==> config.mk <==
export PLATFORM = sky130hd
export DESIGN_NAME = fib_datapath
export DESIGN_NICKNAME = d
export VERILOG_FILES = /design/src/rtl/fib_datapath.sv
export SDC_FILE = /design/constraint.sdc
export NUM_CORES = 1
export LEC_CHECK = 0
export CELL_PAD_IN_SITES_DETAIL_PLACEMENT = 1
export CELL_PAD_IN_SITES_GLOBAL_PLACEMENT = 2
export CORE_AREA = 2 2 109 101
export CTS_CLUSTER_SIZE = 10
export DETAILED_ROUTE_END_ITERATION = 10
export DIE_AREA = 0 0 111 103
export PLACE_DENSITY_LB_ADDON = 0.1
export REMOVE_ABC_BUFFERS = 1
export SKIP_LAST_GASP = 1
export SYNTH_ARGS = -nofsm -noshare
export SYNTH_HDL_FRONTEND = slang
export SYNTH_SLANG_ARGS = --single-unit
export TNS_END_PERCENT = 100
==> constraint.sdc <==
create_clock -name Clk -period 7.1 [get_ports Clk]
set_input_delay 1.42 -clock Clk [delete_from_list [all_inputs] [get_ports Clk]]
set_output_delay 1.42 -clock Clk [all_outputs]
set_load 0.01 [all_outputs]
==> src/rtl/fib_datapath.sv <==
// Fibonacci-style datapath: 4-entry register file, down-counter and add/sub/move unit driven by an external controller.
// One opcode per cycle; every output is registered and no backpressure exists (the controller paces the opcodes).
module fib_datapath #(
    parameter int WIDTH = 8,
    parameter int size  = 3
) (
    input  logic             Clk,
    input  logic             Rst,
    input  logic [size-1:0]  opcode,
    input  logic [1:0]       R1,
    input  logic [1:0]       R2,
    input  logic [WIDTH-1:0] N,
    output logic             zero_flag,
    output logic [WIDTH-1:0] Result,
    output logic             Result_valid,
    output logic             Overflow
);

    localparam logic [size-1:0] OP_CLR  = size'(3'b000);
    localparam logic [size-1:0] OP_DEC  = size'(3'b001);
    localparam logic [size-1:0] OP_SUB  = size'(3'b010);
    localparam logic [size-1:0] OP_DECT = size'(3'b011);
    localparam logic [size-1:0] OP_INIT = size'(3'b100);
    localparam logic [size-1:0] OP_OUT  = size'(3'b101);
    localparam logic [size-1:0] OP_ADD  = size'(3'b110);
    localparam logic [size-1:0] OP_MOV  = size'(3'b111);

    logic [WIDTH-1:0] r_rf [4];
    logic [WIDTH-1:0] r_cnt;

    logic [WIDTH-1:0] w_a;
    logic [WIDTH-1:0] w_b;
    logic [WIDTH:0]   w_sum;
    logic [WIDTH-1:0] w_diff;
    logic [WIDTH-1:0] w_rf_nxt [4];
    logic [WIDTH-1:0] w_cnt_nxt;
    logic [WIDTH-1:0] w_res_nxt;
    logic             w_vld_nxt;
    logic             w_ovf_nxt;

    // Operands always come from the pre-edge register file.
    assign w_a    = r_rf[R1];
    assign w_b    = r_rf[R2];
    assign w_sum  = {1'b0, w_a} + {1'b0, w_b};
    assign w_diff = w_a - w_b;

    always_comb begin
        w_rf_nxt  = r_rf;
        w_cnt_nxt = r_cnt;
        w_res_nxt = Result;
        w_vld_nxt = 1'b0;
        w_ovf_nxt = Overflow;
        case (opcode)
            OP_CLR: begin
                for (int i = 0; i < 4; i++) begin
                    w_rf_nxt[i] = '0;
                end
                w_cnt_nxt = N;
                w_ovf_nxt = 1'b0;
            end
            OP_INIT: begin
                w_rf_nxt[R1] = WIDTH'(1);
                w_rf_nxt[R2] = WIDTH'(1);
            end
            OP_DEC, OP_DECT: begin
                if (r_cnt != '0) begin
                    w_cnt_nxt = r_cnt - WIDTH'(1);
                end
            end
            OP_MOV: w_rf_nxt[R1] = w_b;
            OP_ADD: begin
                w_rf_nxt[R1] = w_sum[WIDTH-1:0];
                if (w_sum[WIDTH]) begin
                    w_ovf_nxt = 1'b1;
                end
            end
            OP_SUB: w_rf_nxt[R1] = w_diff;
            OP_OUT: begin
                w_res_nxt = w_a;
                w_vld_nxt = 1'b1;
            end
            default: ;
        endcase
    end

    always_ff @(posedge Clk) begin
        if (Rst) begin
            for (int i = 0; i < 4; i++) begin
                r_rf[i] <= '0;
            end
            r_cnt        <= '0;
            zero_flag    <= 1'b1;
            Result       <= '0;
            Result_valid <= 1'b0;
            Overflow     <= 1'b0;
        end else begin
            r_rf         <= w_rf_nxt;
            r_cnt        <= w_cnt_nxt;
            // Flag tracks the post-update count so it is valid alongside the new CNT.
            zero_flag    <= (w_cnt_nxt == '0);
            Result       <= w_res_nxt;
            Result_valid <= w_vld_nxt;
            Overflow     <= w_ovf_nxt;
        end
    end

endmodule

==> impl_summary.txt, run 1 <==
----------------------------------------------------
[Power and ir drop]
  Switching power ... 234 uW
  Power share of the clock group ... 0.360
  Switching Fraction ... 0.322
  Logic pwr share ... 0.223
  Leakage power summed over all cells ... 1.56 nW
  Internal cell power ... 493 uW
  VDD IR-drop max ... 129 uV
  P per Cell Area ... 164 mW/mm^2
  Share of power burned in registers ... 0.416

[Outcome]
  Status ... completed

[Timing]
  Post-route clock period utilization ... 0.736
  Post-layout worst setup margin ... 1880 ps
  Unrepaired setup endpoints after global routing ... no
  Final critical-path required period ... 5220 ps
  Maximum operating frequency ... 191 MHz
  Total negative slack for setup checks ... 0 ps
  Clock skew ... 7.03 ps
  Pins over their slew limit ... 0
  Final hold viol count ... 0
  Slew Limit Headroom ... 0.332
  Minimum hold slack ... 457 ps
  Count of final setup violators ... 0
  Transition time at the pin with the least slew margin ... 999 ps

[Floorplanning]
  Initial standard-cell utilization of the core ... 0.379
  Die X-Extent ... 111 um
  Chip Height ... approximately 100 um
  Std-Cell Rows ... 36
  Overall die area ... between 0.01 and 0.015 sq mm
  Ports ... 28
  Area of the core ... between 0.01 and 0.015 sq mm

[Final layout]
  Filler cell count ... 1265
  Layout cell share with drive strength beyond 1 ... 0.0789
  Antenna diode instance count ... 0
  Total number of nets in the final design ... 530
  Finished Layout Cells ... 627
  Multi-input gate area in the final layout ... 0.00274 sq mm
  Post-route standard cell area excluding fillers ... 0.00443 sq mm
  Area growth from synthesis to layout ... 12.4%
  FF+latch area ... just over 0.001 sq mm

[Yosys]
  Share of async-settable or async-resettable flops after synthesis ... 0
  Post-synth top flop ... sky130_fd_sc_hd__dfxtp_1
  Syn_area_per_cell ... between 8 and 9 sq um
  Sequential share of the synthesized area ... 0.259
  Most area-hungry cell type in the Yosys netlist ... sky130_fd_sc_hd__dfxtp_1
  Warning count from the yosys run ... 0
  Number of synthesized register bits ... 51
  Number of enable-type register cells in the synthesized netlist ... 0
  Count of distinct cell types in the synthesized netlist ... 68
  Post-synthesis instance area ... 0.00394 sq mm
  Top cells by area, synth ... sky130_fd_sc_hd__dfxtp_1 26%, sky130_fd_sc_hd__mux4_2 9.1%, sky130_fd_sc_hd__a21oi_1 6.1%
  Gate Count Post-Synth ... around 500
  Area share of the largest cell type after synthesis ... 0.259

[Clock tree]
  Clock-pin slew on the worst setup and hold paths ... 80 ps
  Number of buffers on the longest clock path ... 2
  TritonCTS clock tree ... built
  Clock latency on the worst-skew pair ... roughly 310 ps
  Number of gates resized after CTS ... 0
  Count of hold buffers inserted by post-cts repair ... 0
  Clock Root Buffer ... sky130_fd_sc_hd__clkbuf_16
  Total setup buffers inserted after CTS ... 0
  Clock buffer count from CTS ... 5
  H-tree Lvls ... 2
  CTS sink count ... just over 50

[Placed design]
  RePlAce Congestion ... 0.857
  Placed Cells incl. Taps ... 619
  Area of placed instances ... ~0.0043 sq mm
  Worst Setup Slack post-DPL ... around 1500 ps
  Count of input and output buffers ... 27
  Placed wire-length estimate ... 9.41 mm

[Global route]
  Initial antenna violation count ... 0
  Met1 track utilization from global routing ... 0.315
  Met2 layer usage reported by global route ... 0.385
  GR peak layer ... met2
  Met3 capacity usage during global routing ... 0.0376
  Via count of the first global-routing pass ... 3647
  Grt total ovfl ... 0
  First-pass GRT wire length ... approximately 21 mm
  Pin count of the biggest net entering global routing ... 57
  Total track usage ... 0.230

[Worst setup path]
  CP Max Fanout ... 19
  WP buf/inv ... 1
  Dominant delay contributor by cell family on the critical path ... buffers and inverters
  Setup crit end kind ... flop
  Startpoint type of the worst setup path ... input port
  Largest stage delay on the critical path ... 1130 ps
  Critical path cell sequence ... clkdlybuf4s50_1 > mux4_2 > ha_1 > nor2b_1 > o31a_1 > mux2i_1 > nor4_1 > nor2_1 > a2111oi_0
  Critical Path RT ... roughly 7300 ps
  Critical path data arrival time ... 5420 ps
  Slowest library cell on the worst path ... sky130_fd_sc_hd__clkdlybuf4s50_1
  Reg2reg setup slack ... 3890 ps
  Crit path kind ... input port to flop

[Route]
  Sum of routed wire length over all layers ... between 10 and 15 mm
  Number of remaining DRC errors ... 0
  Antenna-violating nets left ... 0
  DR vias/cell ... 6.15
  Wirelength per Cell ... between 20 and 25 um
  First-pass iteration count of the detailed router ... 4
  Total vias in the final route ... 3853
  Initial DRC count ... 214

[Worst hold path]
  Hold WC Path Type ... flop to flop

[Job]
  Count of maximum capacitance violations ... 0

----------------------------------------------------
## sequential cells by signal (all words and copies together), names as in the netlist
register and count:
Result 8, Result_valid 1, Overflow 1, r_rf 32, r_cnt 8, zero_flag 1
## worst register-to-register path, stage by stage, from the launching register on
cell	delay [ps]
sky130_fd_sc_hd__dfxtp_1	360
sky130_fd_sc_hd__mux4_2	590
sky130_fd_sc_hd__ha_1	300
sky130_fd_sc_hd__fa_1	460
sky130_fd_sc_hd__nand2b_1	120
sky130_fd_sc_hd__a2111oi_1	120
sky130_fd_sc_hd__a2111oi_4	430
sky130_fd_sc_hd__xnor2_2	170
sky130_fd_sc_hd__o21a_1	260
sky130_fd_sc_hd__o32ai_1	300
## layer usage
| metal | wire [um] | vias to the layer above |
|---|---|---|
| met5 | 0 | - |
| met4 | 159 | 0 |
| met1 | 6370 | 1948 |
| met3 | 507 | 11 |
| met2 | 6000 | 79 |
| li1 | - | 1815 |
## synth_stat cells (all sizes together) (4+ instances only)
master	number
nand2	44
nor2b	21
nor2	50
nand2b	19
o31ai	6
a31oi	5
a2111oi	6
buf	9
a22o	9
and2	5
a211oi	7
a2bb2oi	4
a21oi	48
a21o	6
or4	7
a22oi	9
or3	7
nor3b	5
dfxtp	51
ha	18
inv	16
mux4	16
nor3	10
o21a	5
o21ai	24
or2	4
clkbuf	22
## worst paths after layout
check	startpoint	to	cells past startpoint
hold / removal	Result[7]	Result[7]	2
hold reg to reg	Result[7]	Result[7]	2
setup reg to reg	r_rf[16]	r_rf[6]	9
setup / recovery	R1[1]	r_rf[23]	9
## cell families after synthesis
kind of cell               count (synthesis)  share of synthesized area
and+or+nand+nor                          186                      0.240
xor gates and xnor gates                   3                    0.00857
muxes                                     18                     0.0968
adders and majority gates                 20                     0.0673
DFF                                       51                      0.259
AOI/OAI and AO/OA                        161                      0.282
buffers and inverters                     47                     0.0470
## power by group through the flow
stage / Sequential, mW / Clock (mW) / Combinational, mW
2_1_floorplan: 0.308 / 0 / 0.0971
5_1_grt: 0.304 / 0.278 / 0.180
3_3_place_gp: 0.309 / 0 / 0.159
4_1_cts: 0.303 / 0.269 / 0.163
6_report: 0.303 / 0.262 / 0.162
3_5_place_dp: 0.309 / 0 / 0.162
## area by class of cell
| type | instances | area share |
|---|---|---|
| Multi-Input combinational cell | 388 | 0.618 |
| Tap cell | 133 | 0.0375 |
| Clock inverter | 3 | 0.00593 |
| Timing Repair Buffer | 31 | 0.0666 |
| Sequential cell | 51 | 0.230 |
| Clock buffer | 5 | 0.0282 |
| Inverter | 16 | 0.0136 |
## cells in the final DEF, fill, tap and decap left out, types with 4 or more instances in the layout
cell type,netlist,routed
sky130_fd_sc_hd__a22oi_1,9,9
sky130_fd_sc_hd__or4_1,6,6
sky130_fd_sc_hd__clkdlybuf4s50_1,0,26
sky130_fd_sc_hd__nor2b_1,21,21
sky130_fd_sc_hd__buf_4,0,4
sky130_fd_sc_hd__a21oi_1,48,48
sky130_fd_sc_hd__a2111oi_0,4,4
sky130_fd_sc_hd__nor2_1,50,50
sky130_fd_sc_hd__o21a_1,5,5
sky130_fd_sc_hd__o31ai_1,6,6
sky130_fd_sc_hd__a31oi_1,5,5
sky130_fd_sc_hd__ha_1,18,18
sky130_fd_sc_hd__or3_1,7,7
sky130_fd_sc_hd__clkbuf_16,0,5
sky130_fd_sc_hd__a22o_1,8,8
sky130_fd_sc_hd__o21ai_0,11,11
sky130_fd_sc_hd__nor3b_1,4,4
sky130_fd_sc_hd__o21ai_1,13,13
sky130_fd_sc_hd__a2bb2oi_1,4,4
sky130_fd_sc_hd__a211oi_1,7,7
sky130_fd_sc_hd__inv_1,15,15
sky130_fd_sc_hd__nor3_1,10,10
sky130_fd_sc_hd__nand2_1,44,44
sky130_fd_sc_hd__dfxtp_1,51,51
sky130_fd_sc_hd__a21o_1,6,6
sky130_fd_sc_hd__nand2b_1,18,18
sky130_fd_sc_hd__or2_1,4,4
sky130_fd_sc_hd__mux4_2,16,16
sky130_fd_sc_hd__and2_1,5,5
## stage by stage
step	utilization	power (mW)
finish	0.426	0.727
global route	0.426	0.762
CTS	0.426	0.735
detailed placement	0.411	0.471
global placement	0.411	0.469
floorplan	-	0.405
(Power assumes the default switching activity.)
==> inputs of run 2 (changes only) <==
--- a/config.mk
+++ b/config.mk
@@ -7,10 +7,10 @@
 export LEC_CHECK = 0
 export CELL_PAD_IN_SITES_DETAIL_PLACEMENT = 1
 export CELL_PAD_IN_SITES_GLOBAL_PLACEMENT = 2
-export CORE_AREA = 2 2 109 101
+export CORE_AREA = 2 2 114 105
 export CTS_CLUSTER_SIZE = 10
 export DETAILED_ROUTE_END_ITERATION = 10
-export DIE_AREA = 0 0 111 103
+export DIE_AREA = 0 0 116 107
 export PLACE_DENSITY_LB_ADDON = 0.1
 export REMOVE_ABC_BUFFERS = 1
 export SKIP_LAST_GASP = 1
==> constraint.sdc (replaced) <==
create_clock -name Clk -period 5.35 [get_ports Clk]
set_input_delay 1.07 -clock Clk [delete_from_list [all_inputs] [get_ports Clk]]
set_output_delay 1.07 -clock Clk [all_outputs]
set_load 0.01 [all_outputs]
==> impl_summary.txt, run 2 (same netlist as run 1, synthesis figures left out) <==
----------------------------------------------------
[Worst setup path]
  Setup crit end kind ... flop
  Critical path data arrival time ... 4830 ps (-590 ps)
  Critical Path RT ... 5560 ps (-1730 ps)
  Crit path kind ... input port to flop
  Startpoint type of the worst setup path ... input port
  CP Max Fanout ... 10 (-9)

[Final layout]
  Antenna diode instance count ... 0 (unchanged)
  Reg with most FFs ... r_rf
  Area growth from synthesis to layout ... 15.7%
  Number of flip-flops in the largest register ... 32 (unchanged)
  Finished Layout Cells ... 658 (+4.9%)
  Post-route standard cell area excluding fillers ... 0.00456 sq mm (+2.9%)
  Most common library cell in the layout ignoring fill and taps ... sky130_fd_sc_hd__dfxtp_1
  Leading cell types in the layout, fill and taps excluded ... 51 x sky130_fd_sc_hd__dfxtp_1, 50 x sky130_fd_sc_hd__nor2_1, 48 x sky130_fd_sc_hd__a21oi_1, 44 x sky130_fd_sc_hd__nand2_1, 26 x sky130_fd_sc_hd__clkdlybuf4s50_1
  Layout cell share with drive strength beyond 1 ... 0.0936 (+0.0147)
  Registers with the most flip-flops ... r_rf: 32 flops, Result: 8 flops, r_cnt: 8 flops
  Total number of nets in the final design ... 538 (+1.5%)

[Placed design]
  Area of placed instances ... 0.00437 sq mm (+2.1%)
  RePlAce Congestion ... 0.861 (+0.48%)
  Placed wire-length estimate ... 10.4 mm (+11%)
  Count of input and output buffers ... 27 (unchanged)
  Placed Cells incl. Taps ... 650 (+5.0%)

[Route]
  Initial DRC count ... 185 (-14%)
  Wirelength per Cell ... 20.8 um (about the same)
  Antenna-violating nets left ... 0 (unchanged)
  Number of remaining DRC errors ... 0 (unchanged)
  DR vias/cell ... 5.89 (-4.2%)
  Sum of routed wire length over all layers ... 13.7 mm (+5.0%)
  First-pass iteration count of the detailed router ... 5 (+1)
  Total vias in the final route ... 3875 (+0.57%)

[Clock tree]
  Count of hold buffers inserted by post-cts repair ... 0 (unchanged)
  Clock-pin slew on the worst setup and hold paths ... 70 ps (about the same)
  Clock Root Buffer ... sky130_fd_sc_hd__clkbuf_16
  Number of gates resized after CTS ... 0 (unchanged)
  Total setup buffers inserted after CTS ... 0 (unchanged)
  TritonCTS clock tree ... built
  Number of buffers on the longest clock path ... 2 (unchanged)
  CTS sink count ... 51 (unchanged)
  Clock buffer count from CTS ... 5 (unchanged)
  H-tree Lvls ... 2 (unchanged)
  Clock latency on the worst-skew pair ... 300 ps (about the same)

[Timing]
  Clock skew ... 12.8 ps (+5.75 ps)
  Final critical-path required period ... 4620 ps
  Pins over their slew limit ... 0 (unchanged)
  Final hold viol count ... 0 (unchanged)
  Transition time at the pin with the least slew margin ... 797 ps (-202 ps)
  Minimum hold slack ... 454 ps (-3.89 ps)
  Total negative slack for setup checks ... 0 ps (unchanged)
  Count of final setup violators ... 0 (unchanged)
  Post-route clock period utilization ... 0.864
  Slew Limit Headroom ... 0.467 (+0.135)
  Unrepaired setup endpoints after global routing ... no
  Maximum operating frequency ... 216 MHz

[Outcome]
  Status ... completed

[Global route]
  Initial antenna violation count ... 0 (unchanged)
  Total track usage ... 0.229 (-0.000831)
  Pin count of the biggest net entering global routing ... 57 (unchanged)
  First-pass GRT wire length ... 21.7 mm (+5.7%)
  Grt total ovfl ... 0 (unchanged)
  Via count of the first global-routing pass ... 3726 (+2.2%)

[Power and ir drop]
  Leakage power summed over all cells ... 1.61 nW (+3.5%)
  P per Cell Area ... 230 mW/mm^2 (+40%)
  VDD IR-drop max ... 99.9 uV (-22%)

[Floorplanning]
  Chip Height ... 107 um (+3.9%)
  Die X-Extent ... 116 um (+4.5%)
  Area of the core ... 0.0112 sq mm (+7.7%)
  Overall die area ... 0.0124 sq mm (+8.6%)
  Initial standard-cell utilization of the core ... 0.352 (-0.0270)
  Ports ... 28 (unchanged)
  Std-Cell Rows ... 37 (+2.8%)

[Job]
  Count of maximum capacitance violations ... 0 (unchanged)

[Worst hold path]
  Hold WC Path Type ... flop to flop

----------------------------------------------------
run 2: changes by cell type in the layout (fill, tap and decap cells not counted), sizes merged:
cell,delta
clkinvlp,+1
bufinv,+2
buf,+8
inv,-2
clkinv,-1
run 2: routing by layer:
layer,routed length (um),vias to the layer above,track usage
met2,6380,81,0.367
li1,-,1829,-
met3,498,11,0.0249
met5,0,-,0
met4,146,0,0.0468
met1,6670,1954,0.333
run 2: final timing paths:
path                                start        end  slack (ps)  cells after the start
worst max-delay path                R1[1]    r_rf[6]         730                      9
worst min-delay path            Result[5]  Result[5]         450                      2
worst max register to register    r_rf[2]    r_rf[6]        2140                      8
worst min register to register  Result[5]  Result[5]         450                      2
run 2: where the power goes:
group | internal, mW | switching (mW) | total (mW)
sequential | 0.390 | 0.0122 | 0.402
combinational | 0.0898 | 0.132 | 0.222
clock | 0.268 | 0.156 | 0.424
run 2: area by class of cell:
type	instances	area, sq um
Fill cell	1395	6640
Timing Repair Buffer	39	355
Multi-Input combinational cell	388	2740
Clock inverter	3	67.6
Sequential cell	51	1020
Tap cell	156	195
Inverter	16	60.1
Clock buffer	5	125
run 2: critical path: stages:
cell	delay, ps
sky130_fd_sc_hd__clkdlybuf4s50_1	870
sky130_fd_sc_hd__mux4_2	630
sky130_fd_sc_hd__ha_1	440
sky130_fd_sc_hd__nand2b_1	210
sky130_fd_sc_hd__a2111oi_1	720
sky130_fd_sc_hd__a2111oi_4	140
sky130_fd_sc_hd__xnor2_2	210
sky130_fd_sc_hd__o21a_1	260
sky130_fd_sc_hd__o32ai_1	260
run 2: stage by stage:
step,total power [mW],setup WS [ps],utilization
after global placement,0.629,514,0.390
final,1.05,727,0.407
after floorplan,0.537,1770,-
after detailed placement,0.632,434,0.390
after global routing,1.09,478,0.407
after CTS,1.06,749,0.407
==> inputs of run 3 (changes only) <==
--- a/config.mk
+++ b/config.mk
@@ -5,12 +5,13 @@
 export SDC_FILE = /design/constraint.sdc
 export NUM_CORES = 1
 export LEC_CHECK = 0
+export ABC_AREA = 1
 export CELL_PAD_IN_SITES_DETAIL_PLACEMENT = 1
 export CELL_PAD_IN_SITES_GLOBAL_PLACEMENT = 2
-export CORE_AREA = 2 2 114 105
+export CORE_AREA = 2 2 123 113
 export CTS_CLUSTER_SIZE = 10
 export DETAILED_ROUTE_END_ITERATION = 10
-export DIE_AREA = 0 0 116 107
+export DIE_AREA = 0 0 125 115
 export PLACE_DENSITY_LB_ADDON = 0.1
 export REMOVE_ABC_BUFFERS = 1
 export SKIP_LAST_GASP = 1
==> constraint.sdc (replaced) <==
create_clock -name Clk -period 5 [get_ports Clk]
set_input_delay 1 -clock Clk [delete_from_list [all_inputs] [get_ports Clk]]
set_output_delay 1 -clock Clk [all_outputs]
set_load 0.01 [all_outputs]
==> impl_summary.txt, run 3 <==
----------------------------------------------------
[Outcome]
  Status ... completed

[Job]
  Count of maximum capacitance violations ... 0 (unchanged)

[Yosys]
  Most area-hungry cell type in the Yosys netlist ... sky130_fd_sc_hd__dfxtp_1
  Area share of the largest cell type after synthesis ... 0.247 (-0.0120)
  Top cell types by occurrence after synthesis ... 206 x sky130_fd_sc_hd__nand2_1, 89 x sky130_fd_sc_hd__inv_1, 64 x sky130_fd_sc_hd__a21oi_1
  Most common cell in the synthesized netlist ... sky130_fd_sc_hd__nand2_1
  Syn_area_per_cell ... 6.03 sq um (-26%)
  Share of async-settable or async-resettable flops after synthesis ... 0 (unchanged)
  Top cells by area, synth ... sky130_fd_sc_hd__dfxtp_1 25%, sky130_fd_sc_hd__nand2_1 19%, sky130_fd_sc_hd__inv_1 8.1%
  Count of distinct cell types in the synthesized netlist ... 37 (-46%)
  Number of enable-type register cells in the synthesized netlist ... 0 (unchanged)
  Gate Count Post-Synth ... 686 (+41%)
  Post-synth top flop ... sky130_fd_sc_hd__dfxtp_1
  Sequential share of the synthesized area ... 0.247 (-0.0120)
  Warning count from the yosys run ... 0 (unchanged)
  Post-synthesis instance area ... 0.00414 sq mm (+4.9%)
  Number of synthesized register bits ... 51 (unchanged)

[Global route]
  Via count of the first global-routing pass ... 4665 (+25%)
  Total track usage ... 0.227 (-0.00132)
  Pin count of the biggest net entering global routing ... 44 (-23%)
  Grt total ovfl ... 0 (unchanged)
  Initial antenna violation count ... 0 (unchanged)
  First-pass GRT wire length ... 25.6 mm (+18%)

[Timing]
  Pins over their slew limit ... 0 (unchanged)
  Post-route clock period utilization ... 0.843
  Final hold viol count ... 0 (unchanged)
  Final critical-path required period ... around 4200 ps
  Count of final setup violators ... 0 (unchanged)
  Slew Limit Headroom ... 0.354 (-0.113)
  Minimum hold slack ... 471 ps (+17.0 ps)
  Maximum operating frequency ... 237 MHz
  Clock skew ... 14.7 ps (+1.88 ps)
  Total negative slack for setup checks ... 0 ps (unchanged)
  Transition time at the pin with the least slew margin ... 969 ps (+172 ps)
  Unrepaired setup endpoints after global routing ... no

[Route]
  Number of remaining DRC errors ... 0 (unchanged)
  DR vias/cell ... 5.22 (-11%)
  Sum of routed wire length over all layers ... 16.0 mm (+17%)
  First-pass iteration count of the detailed router ... 5 (unchanged)
  Antenna-violating nets left ... 0 (unchanged)
  Wirelength per Cell ... 18.3 um (-12%)
  Total vias in the final route ... 4561 (+18%)
  Initial DRC count ... 305 (+65%)

[Clock tree]
  Clock-pin slew on the worst setup and hold paths ... 80 ps (about the same)
  Clock Root Buffer ... sky130_fd_sc_hd__clkbuf_16
  TritonCTS clock tree ... built
  CTS sink count ... 51 (unchanged)
  Count of hold buffers inserted by post-cts repair ... 0 (unchanged)
  Clock latency on the worst-skew pair ... 320 ps (+20 ps)
  H-tree Lvls ... 2 (unchanged)
  Clock buffer count from CTS ... 5 (unchanged)
  Number of gates resized after CTS ... 0 (unchanged)
  Number of buffers on the longest clock path ... 2 (unchanged)
  Total setup buffers inserted after CTS ... 0 (unchanged)

[Final layout]
  Most common library cell in the layout ignoring fill and taps ... sky130_fd_sc_hd__nand2_1
  Filler cell count ... 1765 (+27%)
  Reg with most FFs ... r_rf
  Number of flip-flops in the largest register ... 32 (unchanged)
  Registers with the most flip-flops ... r_rf: 32 flops, Result: 8 flops, r_cnt: 8 flops
  Layout cell share with drive strength beyond 1 ... 0.0807 (-0.0129)
  Total number of nets in the final design ... 742 (+38%)
  Antenna diode instance count ... 0 (unchanged)
  Post-route standard cell area excluding fillers ... 0.00470 sq mm (+3.0%)
  Finished Layout Cells ... 874 (+33%)
  Area growth from synthesis to layout ... 13.6%
  Leading cell types in the layout, fill and taps excluded ... 206 x sky130_fd_sc_hd__nand2_1, 89 x sky130_fd_sc_hd__inv_1, 64 x sky130_fd_sc_hd__a21oi_1, 59 x sky130_fd_sc_hd__nand3_1, 51 x sky130_fd_sc_hd__dfxtp_1

[Floorplanning]
  Initial standard-cell utilization of the core ... 0.315 (-0.0367)
  Std-Cell Rows ... 40 (+8.1%)
  Area of the core ... 0.0131 sq mm (+17%)
  Chip Height ... 115 um (+7.5%)
  Ports ... 28 (unchanged)
  Die X-Extent ... 125 um (+7.8%)
  Overall die area ... 0.0144 sq mm (+16%)

[Placed design]
  Placed wire-length estimate ... 11.9 mm (+14%)
  Count of input and output buffers ... 27 (unchanged)
  Placed Cells incl. Taps ... 866 (+33%)
  Area of placed instances ... 0.00454 sq mm (+4.0%)
  RePlAce Congestion ... 0.849 (-1.4%)

[Worst setup path]
  CP Max Fanout ... 12 (+2)
  Setup crit end kind ... flop
  Slowest library cell on the worst path ... sky130_fd_sc_hd__clkdlybuf4s50_1
  Critical Path RT ... 5260 ps (-300 ps)
  Critical path cell sequence ... clkdlybuf4s50_1 > nand2_1 > inv_1 > a22oi_1 > nand2_1 > ha_1 > inv_1 > fa_1 > nand3_1 > nand4_1 > nand3_1 > nand3_1 > nand4_1 > nand2_1 > inv_1
  Crit path kind ... input port to flop
  Critical path data arrival time ... 4470 ps (-360 ps)
  WP buf/inv ... 4 (+3)
  Startpoint type of the worst setup path ... input port
  Largest stage delay on the critical path ... 770 ps (-100 ps)
  Dominant delay contributor by cell family on the critical path ... simple AND/OR/NAND/NOR gates

[Power and ir drop]
  VDD IR-drop max ... 117 uV (+17%)
  Leakage power summed over all cells ... 2.14 nW (+33%)
  P per Cell Area ... 231 mW/mm^2 (+0.71%)

[Worst hold path]
  Hold WC Path Type ... flop to flop

----------------------------------------------------
==> run 3: changes by cell type after synthesis, sizes merged, moves of 18 or more <==
cell,before,now
inv,16,106
nand2,44,211
nand2b,19,0
nand3,3,60
nor2b,21,0
o21ai,24,42
==> run 3: cell families after synthesis <==
group / Yosys count / synth area share
AND/OR/NAND/NOR: 345 / 0.362
AO/OA/AOI/OAI: 136 / 0.190
buffers and inverters: 129 / 0.126
flip-flops: 51 / 0.247
adder cells (fa/ha/maj): 20 / 0.0641
XOR/XNOR: 5 / 0.0106
==> run 3: where the power goes <==
group	total [mW]	switching, mW	internal (mW)
clock	0.384	0.192	0.192
sequential	0.432	0.0112	0.421
combinational	0.270	0.185	0.0852
==> run 3: stage by stage <==
step | power [mW] | setup slack, ps | utilization
final | 1.09 | 786 | 0.358
after global routing | 1.15 | 545 | 0.358
after CTS | 1.10 | 815 | 0.358
after detailed placement | 0.711 | 489 | 0.346
after global placement | 0.706 | 578 | 0.346
after floorplan | 0.604 | 1870 | -
==> run 3: final timing paths <==
kind / cells past startpoint / startpoint / slack [ps] / end
max reg2reg: 14 / r_rf[21] / 2140 / r_rf[15]
min reg2reg: 2 / r_rf[9] / 470 / r_rf[9]
min: 2 / r_rf[9] / 470 / r_rf[9]
max: 15 / R2[0] / 790 / r_rf[22]
==> run 3: per-layer routing <==
layer | vias to the layer above | track usage | wire length (um)
met2 | 113 | 0.371 | 7040
met5 | - | 0 | 0
met1 | 2169 | 0.322 | 7880
li1 | 2261 | - | -
met3 | 18 | 0.0289 | 839
met4 | 0 | 0.0533 | 221
==> run 3: final cells by class <==
| type | instances | area (sq um) | area share |
|---|---|---|---|
| multi-input combinational | 506 | 2590 | 0.552 |
| sequential | 51 | 1020 | 0.217 |
| inverter | 107 | 402 | 0.0855 |
| timing repair buffer | 34 | 318 | 0.0677 |
| tap | 168 | 210 | 0.0448 |
| clock buffer | 5 | 125 | 0.0266 |
| clock inverter | 3 | 28.8 | 0.00613 |
==> run 3: worst reg2reg max path: stages (launching register included) <==
cell and delay, ps:
sky130_fd_sc_hd__dfxtp_1 360, sky130_fd_sc_hd__a22oi_1 300, sky130_fd_sc_hd__o221ai_1 280, sky130_fd_sc_hd__ha_1 550, sky130_fd_sc_hd__inv_1 170, sky130_fd_sc_hd__nand2_1 120
sky130_fd_sc_hd__inv_1 40, sky130_fd_sc_hd__a21oi_1 260, sky130_fd_sc_hd__nand2_1 110, sky130_fd_sc_hd__nand2_1 150, sky130_fd_sc_hd__nand2_1 80, sky130_fd_sc_hd__nand2_1 80
sky130_fd_sc_hd__nand3_1 80, sky130_fd_sc_hd__nand2_1 60, sky130_fd_sc_hd__a21oi_1 50
